## src/rtl/round_share_arb.sv

```systemverilog
// Arbitrates four requesters onto one shared rounding unit through a 2-stage pipeline.
// Define ROUND_ARB_FIXED_PRIO_EN for fixed priority (0 highest); default is round-robin.
module round_share_arb (
  input  logic         clk,
  input  logic         rst_n,
  input  logic [3:0]   req_valid,
  output logic [3:0]   req_ready,
  input  logic [255:0] req_mant,
  input  logic [31:0]  req_k,
  output logic [63:0]  ru_mant,
  output logic [7:0]   ru_k,
  input  logic [31:0]  ru_result,
  output logic         rsp_valid,
  input  logic         rsp_ready,
  output logic [31:0]  rsp_data,
  output logic [1:0]   rsp_id
);

  logic        s1_valid_q,  s1_valid_d;
  logic [63:0] ru_mant_q,   ru_mant_d;
  logic [7:0]  ru_k_q,      ru_k_d;
  logic [1:0]  s1_id_q,     s1_id_d;
  logic        rsp_valid_q, rsp_valid_d;
  logic [31:0] rsp_data_q,  rsp_data_d;
  logic [1:0]  rsp_id_q,    rsp_id_d;

  logic       s2_adv;
  logic       s1_adv;
  logic       gnt_found;
  logic [1:0] gnt_id;
  logic [3:0] gnt_vec;
  logic       accept;

  assign s2_adv = !rsp_valid_q || rsp_ready;
  assign s1_adv = !s1_valid_q || s2_adv;

`ifdef ROUND_ARB_FIXED_PRIO_EN
  always_comb begin
    gnt_found = 1'b0;
    gnt_id    = 2'd0;
    for (int i = 3; i >= 0; i--) begin
      if (req_valid[i]) begin
        gnt_found = 1'b1;
        gnt_id    = i[1:0];
      end
    end
  end
`else
  logic [1:0] rr_ptr_q, rr_ptr_d;
  logic [1:0] idx;

  always_comb begin
    gnt_found = 1'b0;
    gnt_id    = 2'd0;
    idx       = 2'd0;
    for (int i = 0; i < 4; i++) begin
      idx = rr_ptr_q + i[1:0];
      if (!gnt_found && req_valid[idx]) begin
        gnt_found = 1'b1;
        gnt_id    = idx;
      end
    end
  end

  always_comb begin
    rr_ptr_d = rr_ptr_q;
    if (accept) rr_ptr_d = gnt_id + 2'd1;
  end

  always_ff @(posedge clk or negedge rst_n) begin
    if (!rst_n) rr_ptr_q <= 2'd0;
    else        rr_ptr_q <= rr_ptr_d;
  end
`endif

  // rst_n gates the grant so nothing is offered while the block is held in reset
  always_comb begin
    gnt_vec         = 4'b0000;
    gnt_vec[gnt_id] = gnt_found;
  end

  assign accept    = gnt_found && s1_adv && rst_n;
  assign req_ready = accept ? gnt_vec : 4'b0000;

  always_comb begin
    s1_valid_d = s1_valid_q;
    ru_mant_d  = ru_mant_q;
    ru_k_d     = ru_k_q;
    s1_id_d    = s1_id_q;
    if (s1_adv) begin
      s1_valid_d = accept;
      if (accept) begin
        ru_mant_d = req_mant[{gnt_id, 6'b0} +: 64];
        ru_k_d    = req_k[{gnt_id, 3'b0} +: 8];
        s1_id_d   = gnt_id;
      end
    end
  end

  always_comb begin
    rsp_valid_d = rsp_valid_q;
    rsp_data_d  = rsp_data_q;
    rsp_id_d    = rsp_id_q;
    if (s2_adv) begin
      rsp_valid_d = s1_valid_q;
      if (s1_valid_q) begin
        rsp_data_d = ru_result;
        rsp_id_d   = s1_id_q;
      end
    end
  end

  always_ff @(posedge clk or negedge rst_n) begin
    if (!rst_n) begin
      s1_valid_q  <= 1'b0;
      ru_mant_q   <= 64'd0;
      ru_k_q      <= 8'd0;
      s1_id_q     <= 2'd0;
      rsp_valid_q <= 1'b0;
      rsp_data_q  <= 32'd0;
      rsp_id_q    <= 2'd0;
    end else begin
      s1_valid_q  <= s1_valid_d;
      ru_mant_q   <= ru_mant_d;
      ru_k_q      <= ru_k_d;
      s1_id_q     <= s1_id_d;
      rsp_valid_q <= rsp_valid_d;
      rsp_data_q  <= rsp_data_d;
      rsp_id_q    <= rsp_id_d;
    end
  end

  assign ru_mant   = ru_mant_q;
  assign ru_k      = ru_k_q;
  assign rsp_valid = rsp_valid_q;
  assign rsp_data  = rsp_data_q;
  assign rsp_id    = rsp_id_q;

endmodule

```

## config.mk

```make
export PLATFORM = sky130hd
export DESIGN_NAME = round_share_arb
export DESIGN_NICKNAME = d
export VERILOG_FILES = /design/src/rtl/round_share_arb.sv
export SDC_FILE = /design/constraint.sdc
export NUM_CORES = 1
export LEC_CHECK = 0
export BUFFER_PORTS_ARGS = -buffer_cell sky130_fd_sc_hd__buf_2
export CORE_AREA = 2 2 172 174
export DETAILED_ROUTE_END_ITERATION = 10
export DIE_AREA = 0 0 174 176
export SYNTH_ARGS = -nofsm -noshare
export SYNTH_HDL_FRONTEND = slang
export SYNTH_SLANG_ARGS = --single-unit
```

## constraint.sdc

```tcl
create_clock -name clk -period 1.86 [get_ports clk]
set_input_delay 0.372 -clock clk [delete_from_list [all_inputs] [get_ports clk]]
set_output_delay 0.372 -clock clk [all_outputs]
set_load 0.05 [all_outputs]
```

**After elaboration in Yosys (flattened, before gate mapping)**

Cells that the tools add are included.

- Register bits: 112
- Input port bits: 327
- Output and inout port bits: 111
- Word-level logic and storage cells: 55

- $add $sub $neg: 4
- $lt $le $gt $ge: 6
- Shift-type cells: 2
- Mux-type cells: 19
- Bitwise logic cells: 1
- Reduce and logical (&&, ||, !) cells: 15

Operator list:

| cell | count |
|---|---|
| $shiftx 256x9->64 | 1 |
| $shiftx 32x6->8 | 1 |
| $lt 2x3->1 const B | 5 |
| $mux 1 | 9 |
| $bmux 1 s2 | 4 |
| $mux 2 | 4 |
| $logic_and 1x1->1 | 6 |
| $logic_not 1->1 | 5 |
| $add 2x1->2 const B | 2 |
| $add 2x2->2 const B | 2 |
| $and 4x4->4 | 1 |
| $mux 4 | 1 |
| $reduce_and 2->1 | 2 |
| $demux 1 s2 | 1 |
| $ge 2x1->1 const B | 1 |
| $logic_or 1x1->1 | 2 |

**Longest topological paths before layout**

Gate-level depths: netlist of run 1.

- Word-level depth: 18
- Depth in mapped cells: 7
- Depth with buffers taken out: 5

**Worst setup path before layout of run 1**

No wires, ideal clock.

- Path kind: register to output
- Start point: register rsp_valid_q, in the netlist rsp_valid
- End point: output req_ready[1]
- Arrival time: 2.748 ns
- Data required time: 1.488 ns
- Path slack: -1.260 ns
- Stages on the path, launching flop included: 7
- Buffers on the path: 2
- Path through: dfrtp_1 > nor2b_1 > nand2_1 > nand2b_1 > buf_2 > clkbuf_1 > nor4_1

- Word-level cells in the longest chain between the ends: 6

RTL lines:

| element | RTL line | text |
|---|---|---|
| start, declared | 23 | `logic rsp_valid_q, rsp_valid_d;` |
| start signal, assigned | 127 | `rsp_valid_q <= rsp_valid_d;` |
| $logic_not 1->1 | 34 | `assign s2_adv = !rsp_valid_q \|\| rsp_ready;` |
| $logic_or 1x1->1 | 34 |  |
| $logic_or 1x1->1 | 35 | `assign s1_adv = !s1_valid_q \|\| s2_adv;` |
| $logic_and 1x1->1 (2 in a row) | 82 | `assign accept = gnt_found && s1_adv && rst_n;` |
| $mux 4 | 83 | `assign req_ready = accept ? gnt_vec : 4'b0000;` |
| end, declared | 7 | `output logic [3:0] req_ready,` |

No other way between the ends.

**Worst setup path in the final report of run 1**

- Start point: register rr_ptr_q[1]
- End point: output req_ready[1]

- Word-level cells in the longest chain between the ends: 18
- Elaborated cells between the ends (all ways): 34
- Classes of those cells: 3 x add/sub; 2 x order compare; 19 x mux; 1 x bitwise; 9 x reduce/logical

RTL lines:

| element | RTL line | text |
|---|---|---|
| start, declared | 49 | `logic [1:0] rr_ptr_q, rr_ptr_d;` |
| start signal, assigned | 72 | `else rr_ptr_q <= rr_ptr_d;` |
| branches (longest 17 deep; another with $lt 2x3->1) | n/a |  |
| $mux 4 (*) | 83 |  |

Mark *: on every way between the ends. The select of a mux whose other input is x is not followed.

==> results.md, run 1 <==
Outcome:
- The run finished, with violations left.
- The checks that failed: setup timing.

Hold path:
- In this run the worst hold path is classified as in -> async.

Floorplanning:
- The die boundary height is around 180 µm.
- The starting density of the core is 22.3%.
- The floorplan step defined a die boundary enclosing ~31000 µm².
- The die is 174 µm wide.
- The core footprint is around 29000 µm².
- For this design the top-level I/O count stands at roughly 440.
- The row count is 62.

Final layout:
- For this run, the share of the core covered by cells in the final layout is 37.5%.
- The top cell types in the final layout, fill and taps aside, are sky130_fd_sc_hd__buf_2, sky130_fd_sc_hd__dfrtp_1, sky130_fd_sc_hd__mux2i_1.
- The number of antenna diodes is 0.
- Compared with the post-synthesis result, the final layout area differs by 68.2%.
- The number of non-filler instances in the completed layout is between 1000 and 1500.
- The area taken by flip-flops and latches is ~2800 µm².
- The number of nets in the layout is approximately 1300.
- The fraction of layout cells with a size suffix above 1 is 67.7%.
- The commonest non-fill, non-tap cell in the layout is sky130_fd_sc_hd__buf_2.
- The number of filler instances in the final layout is approximately 2800.
- The footprint of the multi-input gates is about 3800 µm².

Yosys:
- The synthesized netlist contains 28 unique library cells.
- Synthesis inferred approximately 110 register bits.
- The Yosys step of the flow raised 0 warnings.
- The share of the Yosys chip area taken by registers is 44.1%.
- The cell area after synthesis is roughly 6400 µm².
- The post-synthesis area per instance is ~12 µm².
- In the synthesized netlist, the number of instances is 515.
- Counting every net in the synthesized netlist gives 842.

Timing:
- The transition at the pin with the smallest max-transition slack is 0.624 ns.
- The hold violation count in the final report is 0.
- Setup violations remaining at the end of the flow were counted as 39.
- The setup clock skew after layout is 0.0176 ns.
- The post-route fraction of the period consumed by the critical path is 117%.
- Across all setup checks in the final design, the least slack found is -0.311 ns.
- Setup repair after global routing could not meet its margin everywhere.
- Measured against its own limit, the worst slew margin works out to between 50% and 60%.
- The final-report max-slew violation count is 0.
- The achievable frequency is 461 MHz.
- The minimum period implied by the final worst setup slack is around 2.2 ns.

Clocking:
- The clock insertion delay at the later pin of the skew report is 0.36 ns.
- CTS built an H-tree with a depth of 3.
- TritonCTS built the clock tree.
- The hold-fix buffer count after cts is 0.
- The CTS buffer count is 9.
- The tree is rooted in a sky130_fd_sc_hd__clkbuf_16.
- The clock sink count is ~110.
- Counting along the longest clock path gives a buffer depth of 2.
- Clock-pin slew was measured on the worst setup and hold paths at approximately 0.10 ns.

Flow run:
- The number of maximum-capacitance constraint violations is 0.

Drt:
- After detailed routing, the total wire length is between 20 and 25 mm.
- Detailed routing inserted a total of a little over 6000 vias.
- The count of antenna-violating nets left after detailed routing is 0.
- The first detailed-routing pass took 4 iterations.
- For this run, design rule violations remaining after detail routing come to 0.
- The post-detailed-route via-to-cell ratio is roughly 4.5.
- The routed length per instance is ~18 µm.
- The first routing iteration left just over 200 violations.

Pwr:
- IR analysis of the VDD net gives a maximum drop of between 0.8 and 0.9 mV.
- The design draws roughly 14 mW.
- For this design the ratio of total power to cell area is between 1000 and 1500 nW/µm².
- Summed over all cells, the static leakage comes to slightly above 5 nW.

GRT:
- The via count of the first global-routing pass is approximately 6300.
- The maximum number of pins on one net before global-route repair is 113.
- The first-pass GRT wire length is 34.7 mm.
- After global routing the overflow that remains totals 0.
- In the global route stage, overall resource usage came out at around 14%.
- The initial antenna violation count is 0.

Place:
- Detailed placement ended at an HPWL of between 15 and 20 mm.
- The worst slack at placement is -0.0900 ns.
- In this run, placement finished with an instance count of 1327.
- Buffers placed on the I/O ports in this run total 437.
- At the end of routability-driven placement, the weighted congestion stood at ~0.79.

Setup path:
- The worst setup path is launched from a register.
- Data on the critical path is required at its endpoint by approximately 1.5 ns.
- The element type at the critical path end is an output port.
- The endpoint arrival time on the critical path is 1.80 ns.
- The worst setup path is of the reg -> out kind.
- The top fanout value on the critical path is 5.
-- layout make-up --
class / instances / share of cell area (%)
flip-flops and latches: 112 / 26.2
multi-input cells: 358 / 35.8
clock inverters: 7 / 0.971
clock buffers: 9 / 2.11
inverters: 2 / 0.0702
well taps: 384 / 4.49
repair buffers: 497 / 30.4
-- through the flow --
stage               instance area, µm²  hold slack [ns]  TNS [ns]
detailed placement                9260            0.464     -1.92
global route                     10700            0.156     -9.61
finish                           10700            0.115     -3.20
floorplan                         6440           0.0764    -0.307
CTS                               9860            0.133     -2.54
global placement                  9260            0.462     -1.02
-- where the power goes --
group	leakage (nW)	switching [mW]	internal, mW
combinational	3.65	5.07	3.09
clock	0.159	1.18	1.01
sequential	1.35	0.414	3.17
total	5.16	6.67	7.27
-- what timing repair did --
action / 4_1_cts / 5_1_grt
setup buffers: 6 / 4
pin swaps: 25 / 10
gates cloned: 3 / 14
resized for setup: 37 / 83
endpoints found under the setup margin: 14 / 76
-- per-layer routing --
metal / track usage [%] / up-vias / wire length [µm] / share of wire, %
li1: - / 2884 / - / -
met1: 17.1 / 2944 / 9910 / 40
met2: 26.0 / 286 / 13000 / 52
met3: 3.75 / 21 / 1710 / 6.9
met4: 3.36 / 0 / 311 / 1.2
met5: 0 / - / 0 / 0
-- cell usage after synthesis --
| library cell | n | area [µm²] |
|---|---|---|
| sky130_fd_sc_hd__nor3_1 | 1 | 5.00 |
| sky130_fd_sc_hd__nand2b_1 | 5 | 31.3 |
| sky130_fd_sc_hd__dfrtp_1 | 112 | 2800 |
| sky130_fd_sc_hd__a21oi_1 | 4 | 20.0 |
| sky130_fd_sc_hd__mux2i_1 | 146 | 1460 |
| sky130_fd_sc_hd__o22ai_1 | 1 | 6.26 |
| sky130_fd_sc_hd__nor2b_1 | 1 | 6.26 |
| sky130_fd_sc_hd__or2_1 | 1 | 6.26 |
| sky130_fd_sc_hd__a2bb2oi_2 | 1 | 15.0 |
| sky130_fd_sc_hd__inv_2 | 1 | 3.75 |
| sky130_fd_sc_hd__o221ai_1 | 22 | 193 |
| sky130_fd_sc_hd__a21oi_2 | 1 | 8.76 |
| sky130_fd_sc_hd__buf_2 | 19 | 95.1 |
| sky130_fd_sc_hd__buf_8 | 6 | 90.1 |
| sky130_fd_sc_hd__a21boi_1 | 1 | 7.51 |
| sky130_fd_sc_hd__buf_4 | 8 | 60.1 |
| sky130_fd_sc_hd__nand2_2 | 1 | 6.26 |
| sky130_fd_sc_hd__nand2_1 | 80 | 300 |
| sky130_fd_sc_hd__nand2b_4 | 1 | 13.8 |
| sky130_fd_sc_hd__nor2_1 | 3 | 11.3 |
| sky130_fd_sc_hd__inv_1 | 1 | 3.75 |
| sky130_fd_sc_hd__o21ai_0 | 2 | 10.0 |
| sky130_fd_sc_hd__mux2_2 | 34 | 383 |
| sky130_fd_sc_hd__clkbuf_1 | 10 | 37.5 |
| sky130_fd_sc_hd__nor4_1 | 1 | 6.26 |
| sky130_fd_sc_hd__o41ai_2 | 1 | 16.3 |
| sky130_fd_sc_hd__nand3b_1 | 1 | 7.51 |
| sky130_fd_sc_hd__o221ai_2 | 50 | 751 |
-- critical path: stages, from the launching register on --
cell,delay (ns)
sky130_fd_sc_hd__dfrtp_1,0.43
sky130_fd_sc_hd__buf_4,0.15
sky130_fd_sc_hd__buf_6,0.11
sky130_fd_sc_hd__a2bb2oi_4,0.16
sky130_fd_sc_hd__buf_12,0.14
sky130_fd_sc_hd__nor4_4,0.26
sky130_fd_sc_hd__buf_12,0.18
-- path summary, 6_finish.rpt --
check / depth (start not counted) / startpoint / to / slack [ns]
max in group asynchronous: 2 / rst_n / ru_mant[34] / 1.26
worst max-delay path: 6 / rr_ptr_q[1] / req_ready[1] / -0.31
worst max register to register: 10 / rr_ptr_q[1] / ru_mant[51] / -0.16
worst min register to register: 2 / s1_id_q[0] / s1_id_q[0] / 0.48
worst min-delay path: 2 / rst_n / s1_valid_q / 0.11
min in group clk: 2 / ru_result[15] / rsp_data[15] / 0.23
-- flip-flops by register name, indices dropped and copies added (netlist names) --
signal / cells
rr_ptr_q: 2
rsp_valid: 1
rsp_id: 2
ru_k: 8
s1_id_q: 2
s1_valid_q: 1
rsp_data: 32
ru_mant: 64
-- cells by family after synthesis --
family	after synthesis	share of synthesized area, %
AND/OR/NAND/NOR	95	6.20
buffers and inverters	45	4.57
multiplexers	180	29.0
AO/OA/AOI/OAI	83	16.2
flip-flops	112	44.1
Power figures use the tool's default switching activity.
==> run 2: changes to the inputs <==
--- a/config.mk
+++ b/config.mk
@@ -9,6 +9,7 @@
 export CORE_AREA = 2 2 172 174
 export DETAILED_ROUTE_END_ITERATION = 10
 export DIE_AREA = 0 0 174 176
+export PLACE_DENSITY_LB_ADDON = 0.1
 export SYNTH_ARGS = -nofsm -noshare
 export SYNTH_HDL_FRONTEND = slang
 export SYNTH_SLANG_ARGS = --single-unit
==> results.md, run 2 (same netlist as run 1, synthesis figures left out) <==
Clocking:
- The CTS buffer count is 9 (unchanged).
- The number of buffers on the longest clock path is 2 (unchanged).
- The clock transition at the register clock pins on the worst setup and hold paths after CTS came to 0.09 ns (about the same).
- The level count of the clock H-tree is 3 (unchanged).
- The clock sink count is 112 (unchanged).
- TritonCTS built the clock tree.
- In this run the clock root is driven by a sky130_fd_sc_hd__clkbuf_16.
- The clock insertion delay at the later pin of the skew report is 0.37 ns (about the same).
- The hold-fix buffer count after cts was 0 (unchanged).

Final layout:
- The number of non-filler instances in the completed layout was 1384 (+1.1%).
- The commonest non-fill, non-tap cell in the layout is sky130_fd_sc_hd__buf_2.
- In the layout the commonest cells are sky130_fd_sc_hd__buf_2, sky130_fd_sc_hd__dfrtp_1, sky130_fd_sc_hd__nand2_1.
- The final design area excluding fillers was 11400 µm² (+6.9%).
- The number of nets in the layout came to 1320 (+0.99%).
- The fraction of layout cells with a size suffix above 1 is 74.0% (+6.3 points).
- From synthesis to final layout, the design area changed by 79.8%.
- The final core area utilization is 40.1% (+2.6 points).
- The number of flip-flops in the largest register is 64 (unchanged).

Hold path:
- The source of the worst hold timing path is ru_result[3].
- Along the worst hold path, the cell count comes to 2.
- The path with the worst hold slack has its endpoint at rsp_data[3].
- The path class of the tightest hold or removal check is in -> reg.

Outcome:
- The run finished, with violations left.
- The final reports fail on setup timing.

Setup path:
- Among all stages on the critical path, the largest delay is contributed by sky130_fd_sc_hd__dfrtp_2.
- The endpoint identified for the worst register-to-register timing path is ru_mant[31].
- The worst register-to-register path begins at rr_ptr_q[1].
- The logic depth of the worst register-to-register path came to 10 (unchanged).
- The worst endpoint required time is 1.49 ns (about the same).
- The register-to-register setup slack was -0.18 ns (-0.02 ns).
- The endpoint arrival time on the critical path is 1.84 ns (+0.04 ns).
- The top fanout value on the critical path is 5 (unchanged).
- The signal on the critical path passes through mux2i_2, o22ai_4, or2_4, nand2b_4, nor2_4, buf_12.
- STA classifies the critical path endpoint as an output port.
- The critical path is of the reg -> out type.
- The largest stage delay on the critical path is 0.41 ns (-0.02 ns).
- STA classifies the critical path startpoint as a register.

Drt:
- The routed length per instance is 19.0 µm (+4.1%).
- The count of antenna-violating nets left after detailed routing came to 0 (unchanged).
- The final wirelength is 26.2 mm (+5.2%).
- The post-detailed-route via-to-cell ratio is 4.46 (-0.55%).
- The initial DRC count is 218 (+5.8%).
- The detailed-route via count is 6168 (+0.54%).
- The detailed-route DRC error count is 0 (unchanged).
- The detailed-router iteration count before antenna repair is 4 (unchanged).

Timing:
- Setup repair after global routing could not meet its margin everywhere.
- The hold violation count in the final report came to 0 (unchanged).
- The worst slew margin relative to its limit is 47.3% (-11 points).
- The setup clock skew after layout is 0.0102 ns (-0.00746 ns).
- The final-report max-slew violation count came to 0 (unchanged).
- The sum of negative setup slack is -6.33 ns (-3.14 ns).
- The number of setup violations in the final report is 72 (+85%).
- The achievable frequency is 452 MHz (-1.9%).
- The post-route fraction of the period consumed by the critical path came to 119% (+2.3 points).
- The final worst-path setup slack is -0.354 ns (-0.0428 ns).
- The minimum period implied by the final worst setup slack is 2.21 ns (+0.0428 ns).
- The transition at the pin with the smallest max-transition slack is 0.791 ns (+0.167 ns).

Pwr:
- The maximum resistive drop on vdd is 0.476 mV (-45%).
- The power density over the cells is 1290 nW/µm² (-1.3%).
- The static leakage was 5.19 nW (+0.49%).
- The total chip power came to 14.7 mW (+5.6%).

GRT:
- The aggregate global-route resource usage was 16.0% (+1.6 points).
- The maximum number of pins on one net before global-route repair is 58 (-49%).
- The total congestion overflow after global routing is 0 (unchanged).
- The initial antenna violation count was 2 (+2).
- The via count of the first global-routing pass is 6433 (+2.5%).
- The first-pass GRT wire length is 37.5 mm (+8.0%).

Place:
- The cell count after placement is 1339 (+0.90%).
- The post-DP HPWL is 18.9 mm (+9.0%).
- The final weighted congestion in routability-driven placement is 0.733 (-7.1%).
- The count of buffers from port buffering is 437 (unchanged).
- The post-placement cell area is 9430 µm² (+1.8%).

Flow run:
- The number of maximum-capacitance constraint violations is 0 (unchanged).

Floorplanning:
- The die boundary height is 176 µm (unchanged).
- The top-level port count came to 438 (unchanged).
- The die area is 30600 µm² (unchanged).
- The die extent in x is 174 µm (unchanged).
- The core footprint came to 28500 µm² (unchanged).
- The starting density of the core is 22.3% (unchanged).
- The row count is 62 (unchanged).
[run 2: per-stage QoR]
stage	worst slack (ns)	hold slack (ns)
CTS	-0.340	0.204
floorplan	-0.115	0.0764
finish	-0.354	0.226
detailed placement	-0.165	0.467
global placement	-0.139	0.464
global route	-0.454	0.207
[run 2: timing repair]
action / CTS / global route
pin swaps: 7 / 12
cloned: 5 / 5
setup buffers: 9 / 10
gates resized for setup: 51 / 187
setup endpoints to repair: 14 / 78
[run 2: worst max path at each step]
stage / from / end / slack (ns) / depth (start not counted)
finish: rr_ptr_q[1] / req_ready[3] / -0.35 / 6
global route: rr_ptr_q[1] / req_ready[3] / -0.45 / 6
CTS: rr_ptr_q[1] / req_ready[3] / -0.34 / 6
detailed placement: req_valid[2] / req_ready[3] / -0.16 / 7
global placement: req_valid[2] / req_ready[3] / -0.14 / 7
floorplan: rsp_valid / req_ready[1] / -0.12 / 6
[run 2: metal layers]
metal	GRT usage, %	routed length [µm]	up-vias
met1	18.7	10300	2950
met4	3.89	415	0
met2	28.7	13600	284
li1	-	-	2911
met3	4.67	1860	23
met5	0	0	-
[run 2: power by group]
group          internal [mW]  switching, mW  leakage (nW)
sequential              3.17          0.403          1.35
combinational           3.74           5.35          3.68
clock                  0.963           1.10         0.149
[run 2: area by class of cell]
class	count	area [µm²]
inverters	2	11.3
diodes	2	5.00
fillers	2813	17100
flip-flops and latches	112	2810
repair buffers	510	3440
clock inverters	7	83.8
clock buffers	9	225
multi-input cells	358	4390
well taps	384	480
[run 2: critical path, delay by kind of cell (launching register included)]
family / cells / cell delay (ns)
DFF: 1 / 0.41
muxes: 1 / 0.29
AOI/OAI and AO/OA: 1 / 0.11
and+or+nand+nor: 3 / 0.53
buffers and inverters: 1 / 0.14
==> run 3: changes to the inputs <==
==> constraint.sdc (replaced) <==
create_clock -name clk -period 1.86 [get_ports clk]
set_input_delay 0.372 -clock clk [delete_from_list [all_inputs] [get_ports clk]]
set_output_delay 0.372 -clock clk [all_outputs]
set_load 0.01 [all_outputs]
==> results.md, run 3 (same netlist as run 1, synthesis figures left out) <==
Outcome:
- The run finished, with violations left.
- The checks that failed: setup timing.

Timing:
- The final worst-path setup slack came to -0.294 ns (+0.0598 ns).
- The hold violation count in the final report is 0 (unchanged).
- The post-route fraction of the period consumed by the critical path is 116% (-3.2 points).
- The transition at the pin with the smallest max-transition slack was 0.672 ns (-0.119 ns).
- The worst hold slack after final layout was 0.138 ns (-0.0882 ns).
- The setup clock skew after layout is 0.0120 ns (+0.00182 ns).
- Setup repair after global routing could not meet its margin everywhere.
- The worst slew margin relative to its limit is 55.2% (+7.9 points).
- The final-report max-slew violation count is 0 (unchanged).
- The achievable frequency came to 464 MHz (+2.8%).
- The minimum period implied by the final worst setup slack is 2.15 ns (-0.0598 ns).
- The number of setup violations in the final report is 73 (+1.4%).

Pwr:
- The power density over the cells is 1090 nW/µm² (-15%).
- The total chip power is 12.1 mW (-18%).
- The static leakage is 5.21 nW (+0.49%).
- The maximum resistive drop on vdd is 0.402 mV (-16%).

Drt:
- The routed length per instance is 19.1 µm (+0.95%).
- The final wirelength is 26.5 mm (+1.2%).
- The detailed-route DRC error count is 0 (unchanged).
- The count of antenna-violating nets left after detailed routing is 0 (unchanged).
- The detailed-router iteration count before antenna repair is 4 (unchanged).
- The post-detailed-route via-to-cell ratio is 4.47 (+0.25%).
- The highest layer touched by signal routing is met5.
- The initial DRC count is 185 (-15%).
- The detailed-route via count is 6197 (+0.47%).
- The detailed route wirelength on metal2 came to 13.2 mm (-3.3%).
- The met3 wirelength from detailed routing is 2.14 mm (+15%).
- The routed metal-1 wire length was 10.8 mm (+4.2%).

Place:
- The cell count after placement is 1336 (-0.22%).
- The count of buffers from port buffering is 437 (unchanged).
- The worst slack at placement was -0.166 ns (-0.000719 ns).
- The final weighted congestion in routability-driven placement is 0.730 (-0.33%).
- The post-placement cell area is 9290 µm² (-1.5%).
- The post-DP HPWL is 18.7 mm (-0.78%).

Setup path:
- The kind of launch point of the worst setup path is a register.
- STA classifies the critical path endpoint as an output port.
- The worst endpoint required time is 1.49 ns (about the same).
- The top fanout value on the critical path is 4 (-1).
- The worst setup path is of the reg -> out kind.
- The register-to-register setup slack is -0.13 ns (+0.05 ns).
- The logic depth of the worst register-to-register path was 10 (unchanged).
- The endpoint identified for the worst register-to-register timing path is ru_mant[25].
- The startpoint identified for the worst register-to-register timing path is rr_ptr_q[1].
- The endpoint arrival time on the critical path is 1.78 ns (-0.06 ns).

Final layout:
- The number of non-filler instances in the completed layout was 1387 (+0.22%).
- The final design area excluding fillers is 11100 µm² (-2.8%).
- The top cell types in the final layout, fill and taps aside, are sky130_fd_sc_hd__buf_2, sky130_fd_sc_hd__dfrtp_1, sky130_fd_sc_hd__nand2_1.
- Leaving out fill and tap cells, the most frequent cell in the layout is sky130_fd_sc_hd__buf_2.
- The post-synthesis to final-layout area growth is 74.7%.
- The number of nets in the layout came to 1323 (+0.23%).
- The fraction of layout cells with a size suffix above 1 was 70.3% (-3.7 points).
- The number of flip-flops in the largest register is 64 (unchanged).

GRT:
- The initial antenna violation count is 7 (+5).
- The aggregate global-route resource usage is 16.3% (+0.30 points).
- The first-pass GRT wire length is 38.3 mm (+2.0%).
- The via count of the first global-routing pass came to 6586 (+2.4%).
- The maximum number of pins on one net before global-route repair is 113 (+95%).
- The total congestion overflow after global routing is 0 (unchanged).

Floorplanning:
- The top-level port count is 438 (unchanged).
- The die boundary height is 176 µm (unchanged).
- The row count is 62 (unchanged).
- The die extent in x is 174 µm (unchanged).
- The core footprint is 28500 µm² (unchanged).
- The die area is 30600 µm² (unchanged).
- The starting density of the core is 22.3% (unchanged).

Clocking:
- The clock transition at the register clock pins on the worst setup and hold paths after CTS is 0.08 ns (about the same).
- The CTS buffer count is 9 (unchanged).
- The cell at the root of the clock tree is sky130_fd_sc_hd__clkbuf_16.
- The level count of the clock H-tree is 3 (unchanged).
- The clock sink count is 112 (unchanged).
- The clock insertion delay at the later pin of the skew report was 0.36 ns (about the same).
- The number of buffers on the longest clock path is 2 (unchanged).
- TritonCTS built the clock tree.

Flow run:
- The number of maximum-capacitance constraint violations is 0 (unchanged).

Hold path:
- The min-delay analysis places its worst path in the category in -> async.
[run 3: layer usage]
layer  track usage (%)  vias up
met5                 0        -
met4              4.66        8
li1                  -     2926
met1              19.1     2962
met2              28.5      272
met3              5.12       29
[run 3: worst max-delay path by stage]
stage | slack [ns] | depth (start not counted) | endpoint | startpoint
finish | -0.29 | 6 | req_ready[3] | rr_ptr_q[1]
global route | -0.38 | 6 | req_ready[3] | rr_ptr_q[1]
CTS | -0.28 | 8 | req_ready[2] | rr_ptr_q[1]
detailed placement | -0.17 | 8 | ru_mant[4] | req_valid[0]
global placement | -0.20 | 9 | ru_mant[29] | req_valid[0]
floorplan | 0.04 | 6 | req_ready[3] | rr_ptr_q[1]
[run 3: repair_timing]
item,CTS,global route
pin swaps,12,17
buffers inserted,17,5
hold buffers,0,0
endpoints found under the setup margin,19,76
gates resized for setup,68,127
cloned,9,6
[run 3: area by class of cell]
class / instances / area, µm²
clock inverters: 6 / 75.1
inverters: 2 / 7.51
repair buffers: 513 / 3430
multi-input cells: 358 / 4080
well taps: 384 / 480
flip-flops and latches: 112 / 2800
diodes: 2 / 5.00
fillers: 2839 / 17400
clock buffers: 10 / 229
[run 3: through the flow]
step / util, % / TNS [ns]
after floorplan: - / 0
after global placement: 32.6 / -3.09
after detailed placement: 32.6 / -2.95
after CTS: 36.2 / -5.39
after global routing: 38.9 / -9.68
final: 38.9 / -3.63
[run 3: critical path, cell delays in order, from the launching register on]
cell and delay (ns):
sky130_fd_sc_hd__dfrtp_2 0.42, sky130_fd_sc_hd__mux2i_1 0.26, sky130_fd_sc_hd__o22ai_2 0.12, sky130_fd_sc_hd__or2_1 0.27, sky130_fd_sc_hd__nand2b_4 0.16, sky130_fd_sc_hd__nor2_4 0.09
sky130_fd_sc_hd__buf_6 0.11
[run 3: report_power, final]
group          leakage, nW  total (mW)  switching [mW]  internal, mW
combinational         3.71        6.47            2.99          3.49
clock                0.151        2.12            1.04          1.08
sequential            1.35        3.55           0.382          3.17
